File: config.mk
export PLATFORM = sky130hd
export DESIGN_NAME = up_sampler_flat
export DESIGN_NICKNAME = d
export VERILOG_FILES = /design/src/rtl/up_sampler_pkg.sv /design/src/rtl/up_sampler_if.sv /design/src/rtl/line_buffer_ram.sv /design/src/rtl/up_sampler.sv /design/src/flat_wrapper.sv
export SDC_FILE = /design/constraint.sdc
export NUM_CORES = 2
export LEC_CHECK = 0
export BUFFER_PORTS_ARGS = -buffer_cell sky130_fd_sc_hd__buf_4
export CAP_MARGIN = 0
export CORE_MARGIN = 2
export CORE_UTILIZATION = 55
export DETAILED_ROUTE_END_ITERATION = 7
export HOLD_SLACK_MARGIN = 0.02
export PLACE_DENSITY_LB_ADDON = 0.12
export SYNTH_ARGS = -nofsm -noshare
export SYNTH_HDL_FRONTEND = slang
export SYNTH_SLANG_ARGS = --single-unit
File: constraint.sdc
create_clock -name clk -period 6 [get_ports clk]
set_clock_uncertainty 0.15 [all_clocks]
set_input_delay 0.3 -clock clk [delete_from_list [all_inputs] [get_ports clk]]
set_output_delay 0.3 -clock clk [all_outputs]
set_load 0.01 [all_outputs]
File: src/rtl/up_sampler_pkg.sv
// Shared constants and FSM state type for the blur-stage up-sampler.
// The Gaussian wrapper pulls its row geometry and pad value from here as well.
package up_sampler_pkg;

    localparam int unsigned RowWDefault = 400;
    localparam int unsigned RowsDefault = 300;
    localparam logic [7:0]  PadByte     = 8'hFF;

    typedef enum logic [1:0] {
        StFill,
        StEmit0,
        StEmit1
    } state_e;

endpackage

File: src/rtl/up_sampler_if.sv
// Stream bundle for the up-sampler: upstream FIFO read port plus downstream valid/ready output.
// The slave modport is the up-sampler's view; master is the surrounding pipeline's view.
interface up_sampler_if;

    logic       empty;
    logic       rd_en_up;
    logic       valid;
    logic [7:0] din;
    logic [7:0] dout;
    logic       valid_out;
    logic       ready;

    modport slave (
        input  empty,
        input  valid,
        input  din,
        input  ready,
        output rd_en_up,
        output dout,
        output valid_out
    );

    modport master (
        output empty,
        output valid,
        output din,
        output ready,
        input  rd_en_up,
        input  dout,
        input  valid_out
    );

endinterface

File: src/rtl/line_buffer_ram.sv
// Single-row line buffer: one write port, one synchronous read port with read enable.
// The read data register holds its value while re_i is low so a stalled output stage keeps its beat.
module line_buffer_ram #(
    parameter int unsigned Depth = 400,
    parameter int unsigned AddrW = 9
) (
    input  logic             clk_i,
    input  logic             we_i,
    input  logic [AddrW-1:0] waddr_i,
    input  logic [7:0]       wdata_i,
    input  logic             re_i,
    input  logic [AddrW-1:0] raddr_i,
    output logic [7:0]       rdata_o
);

    logic [7:0] mem_q [Depth];
    logic [7:0] rdata_q;

    always_ff @(posedge clk_i) begin
        if (we_i) begin
            mem_q[waddr_i] <= wdata_i;
        end
        if (re_i) begin
            rdata_q <= mem_q[raddr_i];
        end
    end

    assign rdata_o = rdata_q;

endmodule

File: src/rtl/up_sampler.sv
// 2x up-sampler: buffers one padded input row, then streams it twice with every pixel doubled.
// FSM, counters and the registered output stage live here; storage is in line_buffer_ram.
module up_sampler
    import up_sampler_pkg::*;
#(
    parameter int unsigned ROW_W = RowWDefault,
    parameter int unsigned ROWS  = RowsDefault
) (
    input  logic        clk,
    input  logic        rst,
    up_sampler_if.slave bus,
    output logic        frame_end,
    output logic        pad_err
);

    localparam int unsigned CW = $clog2(2 * ROW_W + 1);
    localparam int unsigned RW = (ROWS > 1) ? $clog2(ROWS) : 1;
    localparam int unsigned AW = (ROW_W > 1) ? $clog2(ROW_W) : 1;

    localparam logic [CW-1:0] PadCol   = CW'(ROW_W);
    localparam logic [CW-1:0] BeatLast = CW'(2 * ROW_W - 1);
    localparam logic [CW-1:0] BeatEnd  = CW'(2 * ROW_W);
    localparam logic [RW-1:0] RowLast  = RW'(ROWS - 1);

    state_e        state_q, state_d;
    logic [CW-1:0] col_q, col_d;
    logic [CW-1:0] issued_q, issued_d;
    logic [CW-1:0] rd_idx_q, rd_idx_d;
    logic          rd_pass_q, rd_pass_d;
    logic [CW-1:0] out_cnt_q, out_cnt_d;
    logic [RW-1:0] row_q, row_d;
    logic          s1_valid_q, s1_valid_d;
    logic          valid_out_q, valid_out_d;
    logic [7:0]    dout_q, dout_d;
    logic          frame_end_q, frame_end_d;
    logic          pad_err_q, pad_err_d;
    logic          rst_dly_q;

    logic          rd_en;
    logic          ram_we;
    logic          ram_re;
    logic [7:0]    ram_rdata;
    logic          advance;
    logic          handshake;

    assign advance   = !valid_out_q || bus.ready;
    assign handshake = valid_out_q && bus.ready;

    line_buffer_ram #(
        .Depth (ROW_W),
        .AddrW (AW)
    ) u_line_buffer_ram (
        .clk_i   (clk),
        .we_i    (ram_we),
        .waddr_i (AW'(col_q)),
        .wdata_i (bus.din),
        .re_i    (ram_re),
        .raddr_i (AW'(rd_idx_q >> 1)),
        .rdata_o (ram_rdata)
    );

    always_comb begin
        state_d     = state_q;
        col_d       = col_q;
        issued_d    = issued_q;
        rd_idx_d    = rd_idx_q;
        rd_pass_d   = rd_pass_q;
        out_cnt_d   = out_cnt_q;
        row_d       = row_q;
        s1_valid_d  = s1_valid_q;
        valid_out_d = valid_out_q;
        dout_d      = dout_q;
        frame_end_d = 1'b0;
        pad_err_d   = pad_err_q;
        rd_en       = 1'b0;
        ram_we      = 1'b0;
        ram_re      = 1'b0;

        // Read side runs ahead of the output stage, wrapping into the second pass so that
        // EMIT1 follows EMIT0 without a bubble.
        if (state_q != StFill && advance) begin
            ram_re      = (rd_idx_q != BeatEnd);
            s1_valid_d  = ram_re;
            valid_out_d = s1_valid_q;
            if (s1_valid_q) begin
                dout_d = ram_rdata;
            end
            if (ram_re) begin
                if (rd_idx_q == BeatLast && !rd_pass_q) begin
                    rd_idx_d  = '0;
                    rd_pass_d = 1'b1;
                end else begin
                    rd_idx_d = rd_idx_q + CW'(1);
                end
            end
        end

        unique case (state_q)
            StFill: begin
                // No read in the first cycle out of reset.
                rd_en = !bus.empty && (issued_q <= PadCol) && !rst_dly_q;
                if (rd_en) begin
                    issued_d = issued_q + CW'(1);
                end
                if (bus.valid) begin
                    if (col_q == PadCol) begin
                        if (bus.din != PadByte) begin
                            pad_err_d = 1'b1;
                        end
                        col_d    = '0;
                        issued_d = '0;
                        state_d  = StEmit0;
                    end else begin
                        ram_we = 1'b1;
                        col_d  = col_q + CW'(1);
                    end
                end
            end
            StEmit0: begin
                if (handshake) begin
                    if (out_cnt_q == BeatLast) begin
                        out_cnt_d = '0;
                        state_d   = StEmit1;
                    end else begin
                        out_cnt_d = out_cnt_q + CW'(1);
                    end
                end
            end
            StEmit1: begin
                if (handshake) begin
                    if (out_cnt_q == BeatLast) begin
                        out_cnt_d = '0;
                        rd_idx_d  = '0;
                        rd_pass_d = 1'b0;
                        state_d   = StFill;
                        if (row_q == RowLast) begin
                            row_d       = '0;
                            frame_end_d = 1'b1;
                        end else begin
                            row_d = row_q + RW'(1);
                        end
                    end else begin
                        out_cnt_d = out_cnt_q + CW'(1);
                    end
                end
            end
            default: state_d = StFill;
        endcase
    end

    always_ff @(posedge clk) begin
        rst_dly_q <= rst;
        if (rst) begin
            state_q     <= StFill;
            col_q       <= '0;
            issued_q    <= '0;
            rd_idx_q    <= '0;
            rd_pass_q   <= 1'b0;
            out_cnt_q   <= '0;
            row_q       <= '0;
            s1_valid_q  <= 1'b0;
            valid_out_q <= 1'b0;
            dout_q      <= '0;
            frame_end_q <= 1'b0;
            pad_err_q   <= 1'b0;
        end else begin
            state_q     <= state_d;
            col_q       <= col_d;
            issued_q    <= issued_d;
            rd_idx_q    <= rd_idx_d;
            rd_pass_q   <= rd_pass_d;
            out_cnt_q   <= out_cnt_d;
            row_q       <= row_d;
            s1_valid_q  <= s1_valid_d;
            valid_out_q <= valid_out_d;
            dout_q      <= dout_d;
            frame_end_q <= frame_end_d;
            pad_err_q   <= pad_err_d;
        end
    end

    assign bus.rd_en_up  = rd_en;
    assign bus.dout      = dout_q;
    assign bus.valid_out = valid_out_q;
    assign frame_end     = frame_end_q;
    assign pad_err       = pad_err_q;

endmodule
File: src/flat_wrapper.sv
// flat-port wrapper written by rule: the top's interface ports become plain ports
module up_sampler_flat import up_sampler_pkg::*;
#(
    parameter int unsigned ROW_W = RowWDefault,
    parameter int unsigned ROWS  = RowsDefault
)
  (clk, rst, frame_end, pad_err, bus_empty, bus_valid, bus_din, bus_ready, bus_rd_en_up, bus_dout, bus_valid_out);
  up_sampler_if bus_i ();
  input  logic clk;
  input  logic rst;
  output logic frame_end;
  output logic pad_err;
  input wire logic [$bits(bus_i.empty)-1:0] bus_empty;
  input wire logic [$bits(bus_i.valid)-1:0] bus_valid;
  input wire logic [$bits(bus_i.din)-1:0] bus_din;
  input wire logic [$bits(bus_i.ready)-1:0] bus_ready;
  output wire logic [$bits(bus_i.rd_en_up)-1:0] bus_rd_en_up;
  output wire logic [$bits(bus_i.dout)-1:0] bus_dout;
  output wire logic [$bits(bus_i.valid_out)-1:0] bus_valid_out;
  assign bus_i.empty = bus_empty;
  assign bus_i.valid = bus_valid;
  assign bus_i.din = bus_din;
  assign bus_i.ready = bus_ready;
  assign bus_rd_en_up = bus_i.rd_en_up;
  assign bus_dout = bus_i.dout;
  assign bus_valid_out = bus_i.valid_out;
  up_sampler #(.ROW_W(ROW_W), .ROWS(ROWS)) u_core (.clk(clk), .rst(rst), .bus(bus_i), .frame_end(frame_end), .pad_err(pad_err));
endmodule
==> results_dict.tcl <==
set metrics [dict create \
    holdCritPathClass "input port to register" \
    ys_warn_count 0 \
    grt_pass1_vias 64765 \
    cp-start-kind "register" \
    cts_tree "done" \
    clk_pin_slew_ps 60 \
    synth_cells 6192 \
    fp.dieW_um 485 \
    drc 0 \
    multi_input_area_um2 28000 \
    drtIter0Drc 10461 \
    routedWlPerCell_um 38.2 \
    rows 176 \
    arrival_ps 5940 \
    drt_pass1_iterations 8 \
    worstMarginPinSlew_ps 1410 \
    cts_buffers 344 \
    chipHeight_um 485 \
    status "finished clean" \
    io_buffer_count 24 \
    synth_top_area_share_pct 75.6 \
    critPathKind "register to register" \
    ys_seq_area_share_pct 76.6 \
    avgSynthCellArea_um2 20.6 \
    endpoint_kind "register" \
    core_area_um2 230000 \
    finalWirelength_mm 370 \
    cts-resized-gates 0 \
    max_slew_margin_pct 3.45 \
    grt_max_degree 169 \
    synthTopCellsByCount "edfxtp_1, mux4_2, nor2_1" \
    finalSetupViolCount 0 \
    cts.root.buffer_cell "clkbuf_16" \
    vdd_drop_max_uv 338 \
    antenna_found_initial 19 \
    finalHoldViolations 0 \
    required_ps 6500 \
    whs_ps 165 \
    viasPerCell 6.85 \
    gp_congestion 0.896 \
    synthArstFlopShare_pct 0 \
    dr_total_vias 66501 \
    dp_hpwl_mm 230 \
    die_area_um2 236000 \
    start_util_pct 55.4 \
    top_level_ports 25 \
    yosysUniqueCellTypes 78 \
    cts_buffer_depth 4 \
    grt_setup_unrepaired "no" \
    overflow 0 \
    gr-usage-all-layers_pct 31.5 \
    timing.fmax_mhz 184 \
    power_leakage_uw 0.0427 \
    synth_ff_type "edfxtp_1" \
    clock_latency_ps 940 \
    syn_nets 6219 \
    synth_enable_flop_cells 3208 \
    htreeDepth 5 \
    grt_pass1_wl_mm 513 \
    synthTopCellsByArea "edfxtp_1, mux4_2, mux2i_1, nor2_1, dfxtp_1" \
    synth_area_um2 127000 \
    setup_tns_ps 0 \
    area_growth_pct 11.9 \
    drive_above_1_share_pct 22.6 \
    fin_nets 6439 \
    clkSinkCount 3273 \
    finalCritPeriodShare_pct 90.8 \
    ff_latch_area_um2 97700 \
    yosys.area.top_type "edfxtp_1" \
    post-route-min-period_ps 5450 \
    power_density_nw_per_um2 324 \
    crit_fanout 35 \
    fillCellCount 15794 \
    maxCapViolCount 0 \
    synth_seq_cells 3273 \
    ant_nets 0 \
    yosysMostFrequentCell "edfxtp_1" \
    slew_viol_final 0 \
]
[per-stage QoR]
stage	utilization [%]	power, uW	cell area [um2]	instances	worst slack (ps)
after global placement	57.3	26100	132000	9077	537
after global routing	62.0	47200	143000	9692	559
after floorplan	-	25600	127000	6192	2840
after CTS	62.0	46300	143000	9691	724
final	62.0	46200	143000	9706	554
after detailed placement	57.3	26100	132000	9078	715
[area by class of cell]
| type | count | share of cell area [%] |
|---|---|---|
| clock inverter | 180 | 1.06 |
| multi-input combinational | 2532 | 19.6 |
| clock buffer | 419 | 6.40 |
| tap | 3026 | 2.65 |
| inverter | 17 | 0.0465 |
| timing repair buffer | 244 | 1.73 |
| sequential | 3273 | 68.5 |
| antenna | 15 | 0.0263 |
[repair_timing]
| action | CTS | global route |
|---|---|---|
| hold endpoints to repair | 887 | 0 |
| hold buffers | 14 | 0 |
| buffers inserted | 0 | 0 |
[state kept, by name, indices dropped and copies added (netlist names)]
| signal | count |
|---|---|
| u_core.bus.dout | 8 |
| u_core.bus.valid_out | 1 |
| u_core.col_q | 10 |
| u_core.frame_end | 1 |
| u_core.issued_q | 10 |
| u_core.out_cnt_q | 10 |
| u_core.pad_err | 1 |
| u_core.rd_idx_q | 10 |
| u_core.rd_pass_q | 1 |
| u_core.row_q | 9 |
| u_core.rst_dly_q | 1 |
| u_core.s1_valid_q | 1 |
| u_core.state_q | 2 |
| u_core.u_line_buffer_ram.mem_q | 3200 |
| u_core.u_line_buffer_ram.rdata_o | 8 |
[kinds of logic (layout without fill, tap and decap cells)]
| logic type | after synthesis | in the layout | share of synthesized area (%) |
|---|---|---|---|
| simple gates | 979 | 979 | 3.39 |
| compound gates | 492 | 492 | 2.69 |
| other cells | 0 | 15 | 0 |
| fa+ha+maj | 14 | 14 | 0.137 |
| mux | 1013 | 1013 | 15.3 |
| buf+inv | 387 | 860 | 1.60 |
| flops | 3273 | 3273 | 76.6 |
| xor+xnor | 34 | 34 | 0.234 |
[per-layer routing]
layer / vias to the layer above / part of all wire, % / GRT usage, %
met4: 10 / 5.0 / 14.2
li1: 26097 / - / -
met1: 35220 / 38 / 44.8
met5: - / 0.014 / 0
met3: 875 / 11 / 8.31
met2: 4299 / 45 / 46.2
[where the power goes]
| group | internal, uW | switching, uW | total (uW) |
|---|---|---|---|
| sequential | 25100 | 6.08 | 25100 |
| combinational | 66.0 | 491 | 557 |
| clock | 11900 | 8590 | 20500 |
[worst paths after layout]
| path | to | cells past startpoint | start | slack [ps] |
|---|---|---|---|---|
| worst max-delay path | u_core.u_line_buffer_ram.rdata_o[3]$_DFFE_PP_ | 8 | u_core.rd_idx_q[1]$_SDFF_PP0_ | 550 |
| worst min-delay path | u_core.rst_dly_q$_DFF_P_ | 2 | rst | 170 |
| worst max register to register | u_core.u_line_buffer_ram.rdata_o[3]$_DFFE_PP_ | 8 | u_core.rd_idx_q[1]$_SDFF_PP0_ | 550 |
| worst min register to register | u_core.issued_q[9]$_SDFFE_PP0N_ | 2 | u_core.issued_q[9]$_SDFFE_PP0N_ | 290 |
[worst max-delay path, stage by stage (launching register included)]
cell	delay, ps
dfxtp_4	1170
buf_12	320
buf_4	340
mux4_2	550
a22oi_1	650
nand4_1	280
a2111oi_0	1130
a31o_2	400
a221oi_1	100
[placed cells by master, fill, tap and decap left out, types with 15 or more instances in the layout]
cell type  instances
dfxtp_1           58
nand4_1           32
xor2_1            27
nor2b_1           17
nand2_1          190
nor3_1            25
buf_4            179
bufinv_16         27
a31oi_1           24
a211oi_1          26
nand3_1           83
buf_12            43
mux2i_1          254
a21oi_1           93
a22oi_1          150
a22o_1            19
diode_2           15
nor2_1           492
o22ai_1           24
edfxtp_1        3208
clkbuf_16        355
nand3_2           16
clkinv_1          85
mux4_2           752
clkbuf_1          63
clkinv_2          56
a221oi_1          33
o21ai_0           44
and3_1            24
Note: power is estimated with default switching activity, not from simulation.
